[src/rtl/pipe_ctrl_pkg.sv]
`default_nettype none
// ============================================================================
// Module      : pipe_ctrl_pkg
// Description : Shared types and constants for the DCPU pipeline control
//               unit and the pipeline registers it drives.
// Revision    : 1.0  initial release
// ============================================================================
package pipe_ctrl_pkg;

    // Control state. The width is explicit so the encoding is stable in netlists.
    typedef enum logic [1:0] {
        INIT     = 2'd0,
        RUN      = 2'd1,
        MUL_WAIT = 2'd2,
        MUL_DONE = 2'd3
    } state_t;

    // Multiply down-counter width; wide enough for the largest legal
    // MUL_CYCLES (16).
    localparam int MUL_CNT_W = $clog2(16) + 1;

    // Encoding loaded into IF/ID or ID/EX when a flush or bubble is requested.
    localparam logic [31:0] NOP_INSTR = 32'h0000_0000;

    // Counter preload for a multiply: the first frozen cycle is spent in RUN,
    // and the done cycle is not counted, so MUL_CYCLES-2 wait cycles remain.
    function automatic logic [MUL_CNT_W-1:0] mul_load_val(input int cycles);
        if (cycles > 1) begin
            return MUL_CNT_W'(cycles - 2);
        end
        return '0;
    endfunction

endpackage : pipe_ctrl_pkg
`default_nettype wire

[src/rtl/pipe_ctrl_mul_timer.sv]
`default_nettype none
// ============================================================================
// Module      : mul_timer
// Description : Loadable down-counter that times the wait phase of an EX
//               stage multiply. Flags the final wait cycle (count == 1).
// Revision    : 1.0  initial release
// ============================================================================
module mul_timer
    import pipe_ctrl_pkg::*;
#(
    parameter int W = MUL_CNT_W
)
(
    input  logic         clk,
    input  logic         rst_n,
    input  logic         i_load,
    input  logic [W-1:0] i_load_val,
    input  logic         i_dec,
    output logic [W-1:0] o_value,
    output logic         o_last
);

    logic [W-1:0] r_count;

    // Load takes priority; decrement saturates at zero so a stray decrement
    // can never wrap the counter to its maximum.
    always_ff @(posedge clk or negedge rst_n) begin
        if (!rst_n) begin
            r_count <= '0;
        end else if (i_load) begin
            r_count <= i_load_val;
        end else if (i_dec && (r_count != '0)) begin
            r_count <= r_count - W'(1);
        end
    end

    assign o_value = r_count;
    assign o_last  = (r_count == W'(1));

endmodule : mul_timer
`default_nettype wire

[src/rtl/pipe_ctrl.sv]
`default_nettype none
// ============================================================================
// Module      : pipe_ctrl
// Description : Pipeline control for the five-stage DCPU. Turns load-use
//               conflicts, taken ID-stage branches and multi-cycle EX
//               multiplies into PC / IF/ID / ID/EX / EX/MEM enables, flushes
//               and bubbles. Outputs decode the registered state together
//               with this cycle's hazard inputs.
//               Optional macro PIPE_CTRL_PERF_EN builds the stall and flush
//               performance counters; otherwise both ports read zero.
// Revision    : 1.0  initial release
// ============================================================================
module pipe_ctrl
    import pipe_ctrl_pkg::*;
#(
    parameter int MUL_CYCLES = 4
)
(
    input  logic        clk,
    input  logic        rst_n,
    input  logic        conflict_lw,
    input  logic        branch_taken,
    input  logic        ex_is_mul,
    output logic        pc_we,
    output logic        if_id_we,
    output logic        if_id_flush,
    output logic        id_ex_we,
    output logic        id_ex_bubble,
    output logic        ex_mem_bubble,
    output logic        mul_busy,
    output logic        mul_done,
    output logic [31:0] stall_cycles,
    output logic [31:0] flush_count
);

    // A single-cycle multiply never freezes the pipeline.
    localparam bit                   c_MUL_MULTI     = (MUL_CYCLES > 1);
    // With a two-cycle multiply there are no wait cycles after the first.
    localparam bit                   c_MUL_SKIP_WAIT = (MUL_CYCLES == 2);
    localparam logic [MUL_CNT_W-1:0] c_MUL_LOAD      = mul_load_val(MUL_CYCLES);

    state_t               r_state;
    logic                 w_mul_start;
    logic                 w_mul_dec;
    logic                 w_mul_last;
    logic                 w_mul_exit;
    logic                 w_mul_hit;
    logic [MUL_CNT_W-1:0] w_mul_cnt;

    // A multiply is only accepted from RUN; MUL_DONE ignores ex_is_mul so the
    // instruction that just finished cannot start itself again.
    assign w_mul_hit   = (r_state == RUN) && ex_is_mul;
    assign w_mul_start = w_mul_hit && c_MUL_MULTI;
    assign w_mul_dec   = (r_state == MUL_WAIT);
    // Zero count is also treated as an exit so the wait phase can never stick.
    assign w_mul_exit  = w_mul_last || (w_mul_cnt == '0);

    mul_timer #(
        .W          (MUL_CNT_W)
    ) u_mul_timer (
        .clk        (clk),
        .rst_n      (rst_n),
        .i_load     (w_mul_start),
        .i_load_val (c_MUL_LOAD),
        .i_dec      (w_mul_dec),
        .o_value    (w_mul_cnt),
        .o_last     (w_mul_last)
    );

    // Control state sequencing; hazard inputs only matter through w_mul_start.
    always_ff @(posedge clk or negedge rst_n) begin
        if (!rst_n) begin
            r_state <= INIT;
        end else begin
            case (r_state)
                INIT:     r_state <= RUN;
                RUN:      if (w_mul_start) r_state <= c_MUL_SKIP_WAIT ? MUL_DONE : MUL_WAIT;
                MUL_WAIT: if (w_mul_exit) r_state <= MUL_DONE;
                MUL_DONE: r_state <= RUN;
                default:  r_state <= INIT;
            endcase
        end
    end

    // Output decode: state sets the mode, hazards refine it within RUN/MUL_DONE.
    always_comb begin
        pc_we         = 1'b1;
        if_id_we      = 1'b1;
        id_ex_we      = 1'b1;
        if_id_flush   = 1'b0;
        id_ex_bubble  = 1'b0;
        ex_mem_bubble = 1'b0;
        mul_busy      = 1'b0;
        mul_done      = 1'b0;
        case (r_state)
            RUN, MUL_DONE: begin
                if (w_mul_start) begin
                    // First frozen cycle of a multi-cycle multiply.
                    pc_we         = 1'b0;
                    if_id_we      = 1'b0;
                    id_ex_we      = 1'b0;
                    ex_mem_bubble = 1'b1;
                    mul_busy      = 1'b1;
                end else begin
                    if ((r_state == MUL_DONE) || w_mul_hit) begin
                        mul_done = 1'b1;
                    end
                    // A load-use stall beats a branch: the branch operands are
                    // not valid yet, so the redirect is retried next cycle.
                    if (conflict_lw) begin
                        pc_we        = 1'b0;
                        if_id_we     = 1'b0;
                        id_ex_bubble = 1'b1;
                    end else if (branch_taken) begin
                        if_id_flush  = 1'b1;
                    end
                end
            end
            MUL_WAIT: begin
                pc_we         = 1'b0;
                if_id_we      = 1'b0;
                id_ex_we      = 1'b0;
                ex_mem_bubble = 1'b1;
                mul_busy      = 1'b1;
            end
            default: begin
                // INIT: hold fetch and fill every downstream register with NOP.
                pc_we         = 1'b0;
                if_id_we      = 1'b0;
                id_ex_we      = 1'b0;
                if_id_flush   = 1'b1;
                id_ex_bubble  = 1'b1;
                ex_mem_bubble = 1'b1;
            end
        endcase
    end

`ifdef PIPE_CTRL_PERF_EN
    logic        w_stall_evt;
    logic        w_flush_evt;
    logic [31:0] r_stall_cycles;
    logic [31:0] r_flush_count;

    // INIT flushes and holds are reset housekeeping, not pipeline events.
    assign w_stall_evt = !pc_we && (r_state != INIT);
    assign w_flush_evt = if_id_flush && (r_state != INIT);

    // Free-running event counters; wrap naturally, cleared only by reset.
    always_ff @(posedge clk or negedge rst_n) begin
        if (!rst_n) begin
            r_stall_cycles <= '0;
            r_flush_count  <= '0;
        end else begin
            if (w_stall_evt) r_stall_cycles <= r_stall_cycles + 32'd1;
            if (w_flush_evt) r_flush_count  <= r_flush_count + 32'd1;
        end
    end

    assign stall_cycles = r_stall_cycles;
    assign flush_count  = r_flush_count;
`else
    assign stall_cycles = 32'b0;
    assign flush_count  = 32'b0;
`endif

endmodule : pipe_ctrl
`default_nettype wire

[config.mk]
export PLATFORM = sky130hd
export DESIGN_NAME = pipe_ctrl
export DESIGN_NICKNAME = d
export VERILOG_FILES = /design/src/rtl/pipe_ctrl_pkg.sv /design/src/rtl/pipe_ctrl_mul_timer.sv /design/src/rtl/pipe_ctrl.sv
export SDC_FILE = /design/constraint.sdc
export NUM_CORES = 1
export LEC_CHECK = 0
export BUFFER_PORTS_ARGS = -buffer_cell sky130_fd_sc_hd__buf_2
export CAP_MARGIN = 25
export CELL_PAD_IN_SITES_DETAIL_PLACEMENT = 0
export CELL_PAD_IN_SITES_GLOBAL_PLACEMENT = 1
export CORE_ASPECT_RATIO = 1.2
export CORE_MARGIN = 3
export CORE_UTILIZATION = 25
export CTS_BUF_LIST = sky130_fd_sc_hd__clkbuf_4 sky130_fd_sc_hd__clkbuf_8
export DETAILED_ROUTE_END_ITERATION = 6
export GPL_ROUTABILITY_DRIVEN = 0
export PLACE_DENSITY = 0.77
export SLEW_MARGIN = 10
export SYNTH_ARGS = -nofsm -noshare
export SYNTH_HDL_FRONTEND = slang
export SYNTH_SLANG_ARGS = --single-unit
[constraint.sdc]
create_clock -name clk -period 1.5 [get_ports clk]
set_input_delay 0.15 -clock clk [delete_from_list [all_inputs] [get_ports clk]]
set_output_delay 0.15 -clock clk [all_outputs]
set_load 0.1 [all_outputs]
---- Word-level counts from Yosys, hierarchy flattened ----
Cells that the tools add are included.
storage, ports and cells
  word-level logic and storage cells ...... 43
  register bits after elaboration ......... 7
  input bits .............................. 5
operators by class
  reduce and logical (&&, ||, !) cells .... 11
  $add $sub $neg .......................... 1
  eq/ne operators ......................... 6
  muxes and demuxes ....................... 23
operator list
  operator                                                            count
  1-bit two-way mux                                                   15
  5-bit two-way mux                                                   2
  1-bit case mux with 2 select lines                                  3
  2-bit case mux with 3 select lines                                  1
  5-bit by 1-bit == test with 1-bit output, second input constant     1
  5-bit logical NOT                                                   1
  5-bit nonzero test                                                  1
  5-bit by 1-bit subtractor with 5-bit output, second input constant  1
  2-bit == test, second input constant                                2
  2-bit two-way mux                                                   2
  2-bit inequality test, second input constant                        2
  2-bit OR reduction                                                  2
  2-bit by 1-bit == test with 1-bit output, second input constant     1
  1-bit logical AND                                                   2
  2-bit logical NOT                                                   1
  1-bit logical OR                                                    2
  2-bit AND reduction                                                 1
  2-bit nonzero test                                                  1

---- Depth between registers and ports, before layout ----
  word-level depth ........................ 6
  mapped depth ............................ 6

---- By module ----
Synthesis repeated with hierarchy kept, for this count alone.
unflattened totals
  cells, all modules ...................... 133
  area total of the unflattened synthesis .. 1,072.3 sq um
by module, submodules not included
  module     times used  cells an instance  area each (sq um)
  pipe_ctrl  1           98                 738.2
  mul_timer  1           35                 334.1

---- Worst setup path before layout ----
OpenSTA, ideal clock, no wires.
  path kind ............................... register to output
  from .................................... reg r_state[0]
  to ...................................... out pc_we
  required time ........................... 1,350 ps
  arrival ................................. 4,889 ps
  stages on the path, launching flop included .. 5
  setup slack ............................. -3,539 ps
  buffers on the path ..................... 1
  path through ............................ dfrtp_1 -> ha_1 -> o21ai_0 -> nor2_1 -> buf_4
between the ends
  cells in the longest elaborated chain, start to end .. 4
  elaborated cells between the ends (all ways) .. 6
RTL lines
  what                                      line             source
  start, declared                           pipe_ctrl.sv:42  state_t r_state;
  start signal, assigned                    pipe_ctrl.sv:77  RUN: if (w_mul_start) r_state <= c_MUL_SKIP_WAIT ? MUL_DONE : MUL_WAIT;
  2-bit by 1-bit == test with 1-bit output  n/a
  1-bit logical AND                         pipe_ctrl.sv:52  assign w_mul_hit = (r_state == RUN) && ex_is_mul;
  1-bit two-way mux                         n/a
  1-bit two-way mux *                       n/a
  end, declared                             pipe_ctrl.sv:24  output logic pc_we,
Every way passes the cells marked *; elsewhere a longest branch is shown, timed or not.

---- Worst setup path after layout ----
  from .................................... reg r_state[0]
  to ...................................... out pc_we
between the ends
  cells in the longest elaborated chain, start to end .. 4
  elaborated cells between the ends (all ways) .. 6
RTL lines
  what                                      line                              source
  2-bit by 1-bit == test with 1-bit output  pipe_ctrl.sv:52, pipe_ctrl.sv:95
  1-bit logical AND                         pipe_ctrl.sv:52
  1-bit two-way mux                         pipe_ctrl.sv:97                   if (w_mul_start) begin
  1-bit two-way mux *                       pipe_ctrl.sv:95                   case (r_state)
Marks and branches as above.

==> run_results.csv <==
group,metric,value,unit
route,drc,0,
yosys,synth_area,1050,um2
outcome,violations,"setup timing",
clock_network,clk_pin_slew_worst_paths,0.04,ns
placement,dp_hpwl,1.43,mm
outcome,outcome,"finished with violations",
floorplan,die_w,65.3,um
route,vias,776,
finish,postLayoutCellArea,1410,um2
floorplan,pin_count,77,
finish,regArea,178,um2
route,drt-wirelength-per-cell,8.75,um
placement,dpl_cell_area,1190,um2
timing,hold_viol_final,0,
critical_path,crit_path_max_incr_delay,0.40,ns
timing,fmax,623,MHz
global_routing,grt_overflow,0,
timing,slew_viol_final,0,
critical_path,crit_arrival,1.46,ns
floorplan,start_util,26.3,%
global_routing,grt_usage,6.78,%
clock_network,root_buffer,"clkbuf_8",
critical_path,crit_path_cell_trace,"buf_6 -> ha_4 -> nand2_4 -> o21ai_4 -> nor2_4 -> buf_12",
global_routing,grt_antenna_before_repair,0,
placement,portBuffers,12,
floorplan,std_cell_rows,25,
critical_path,cp_max_fo,4,
timing,finClkSkew,0.00401,ns
route,postRouteAntennaNets,0,
global_routing,grtUsageMet2,12.3,%
yosys,yosysTopAreaCell,"buf_4",
clock_network,cts_max_path_buffers,2,
flow_run,cap_violations,0,
global_routing,busiest_layer,"met2",
critical_path,critPathSlowestCell,"dfrtp_2",
yosys,yosysTopAreaCellShare,46.3,%
critical_path,cp-start-kind,"flip-flop",
clock_network,htreeDepth,1,
finish,drive_gt1_share,39.2,%
timing,period_share,107,%
timing,worst_slack,-0.106,ns
clock_network,cts_buffers,3,
critical_path,crit_required,1.35,ns
clock_network,clk_latency,0.23,ns
clock_network,cts_tree,"yes",
clock_network,cts.sinks,7,
yosys,yosysWarnings,0,
floorplan,die_h,77.2,um
global_routing,use_met3,2.05,%
finish,final_nets,180,
global_routing,use_met1,7.20,%
hold_path,min_path_type,"in -> async",
global_routing,grt_pass1_vias,643,
route,vias_per_cell,3.53,
critical_path,path_class,"reg -> out",
critical_path,cp-end-kind,"output pin",
timing,setup_viol,8,
timing,grt_setup_unrepaired,"yes",
finish,fillCellCount,447,
yosys,yosysSeqAreaShare,16.6,%
global_routing,grt_max_degree,8,
yosys,syn_area_per_cell,8.11,um2
critical_path,worst_r2r_startpoint,"u_mul_timer.o_value[1]",
yosys,synthCells,130,
critical_path,rrSetupSlack,-0.01,ns
global_routing,grt_pass1_wl,2.72,mm
yosys,synthTopCellsByArea,"buf_4 46%, dfrtp_1 17%, ha_1 9.5%",
critical_path,reg2reg_depth,5,
critical_path,reg2reg_to,"u_mul_timer.o_value[0]",
floorplan,dieArea,5040,um2
timing,min_period,1.61,ns
yosys,synthDistinctLibCells,26,
yosys,synth_seq_cells,7,
route,drt_iter0_drc,22,
critical_path,critPathLaunch,"r_state[0]",
route,first_pass_iters,4,
finish,multi_input_area,724,um2
floorplan,coreArea,4000,um2
route,wirelength,1.93,mm
finish,area_growth_syn_to_layout,33.3,%
finish,antenna_cells,0,
finish,post-route-util,35.1,%
[per-layer routing]
layer / vias to the layer above / wire length (um)
met5: - / 0
met4: 0 / 25
met3: 3 / 240
met2: 51 / 1000
met1: 353 / 657
li1: 369 / -
[metrics by stage]
step | std cells | setup slack [ns] | setup TNS [ns] | hold slack [ns]
after global placement | 203 | 0.00318 | 0 | 0.00196
final | 220 | -0.106 | -0.584 | 0.293
after CTS | 214 | -0.127 | -0.674 | 0.307
after detailed placement | 203 | -0.0275 | -0.0749 | 0.000315
after floorplan | 193 | -0.561 | -3.02 | -0.146
after global routing | 220 | -0.169 | -1.14 | 0.322
[flip-flops by register name (all words and copies together), names as in the netlist]
signal	count
u_mul_timer.o_value	5
r_state	2
[synth_stat cells]
cell / number
nand3_1: 3
buf_4: 65
inv_1: 5
nand4b_1: 3
mux2i_1: 1
or3_1: 2
or3b_2: 1
o21ai_1: 1
nor2b_1: 1
o31ai_1: 2
a21oi_2: 1
o21ai_0: 8
nand2b_1: 2
nor2_1: 3
and2_1: 1
a21oi_1: 3
or4b_4: 1
conb_1: 1
buf_2: 1
nand2_1: 5
a211o_2: 1
ha_1: 8
and3_4: 1
nor3_1: 2
a21o_1: 1
dfrtp_1: 7
[worst max-delay path, delay by kind of cell (launching register included)]
family | cells | cell delay [ns]
flops | 1 | 0.40
buf+inv | 2 | 0.32
simple gates | 2 | 0.23
fa+ha+maj | 1 | 0.18
compound gates | 1 | 0.09
[timing repair]
item,CTS,global route
buffers inserted,6,6
hold buffers,1,0
gates resized for setup,12,7
endpoints found under the hold margin,7,0
pin swaps,8,5
setup endpoints to repair,11,14
[final cells by class]
class | instances | share of cell area (%)
multi-input cells | 115 | 51.5
repair buffers | 35 | 26.1
flip-flops and latches | 7 | 12.6
well taps | 54 | 4.80
clock buffers | 4 | 3.47
inverters | 5 | 1.51
[how the worst max path moves through the flow]
stage / slack (ns) / endpoint
after floorplan: -0.56 / id_ex_we
after global placement: 0.003 / u_mul_timer.o_value[0]
after detailed placement: -0.03 / u_mul_timer.o_value[1]
after CTS: -0.13 / pc_we
after global routing: -0.17 / if_id_flush
final: -0.11 / pc_we
[kinds of logic after synthesis]
logic type | after synthesis | synth area share (%)
AO/OA/AOI/OAI | 17 | 9.61
multiplexers | 1 | 0.949
other | 1 | 0.356
AND/OR/NAND/NOR | 25 | 14.5
flip-flops | 7 | 16.6
buffers and inverters | 71 | 48.5
adder cells (fa/ha/maj) | 8 | 9.49
[placed cells by master (no fill, tap or decap), types with 3 or more instances in the layout]
master and n:
o21ai_2 3, inv_2 4, buf_2 4, buf_4 19, buf_12 8, buf_6 3
ha_1 3, a21oi_2 3, o21ai_0 4, nand2_1 4, conb_1 64, clkbuf_8 3
ha_4 5, dfrtp_1 5, nand4b_1 3
Power is not shown: default switching activity piles up to over one toggle a cycle in this logic, so the estimate is an artifact.
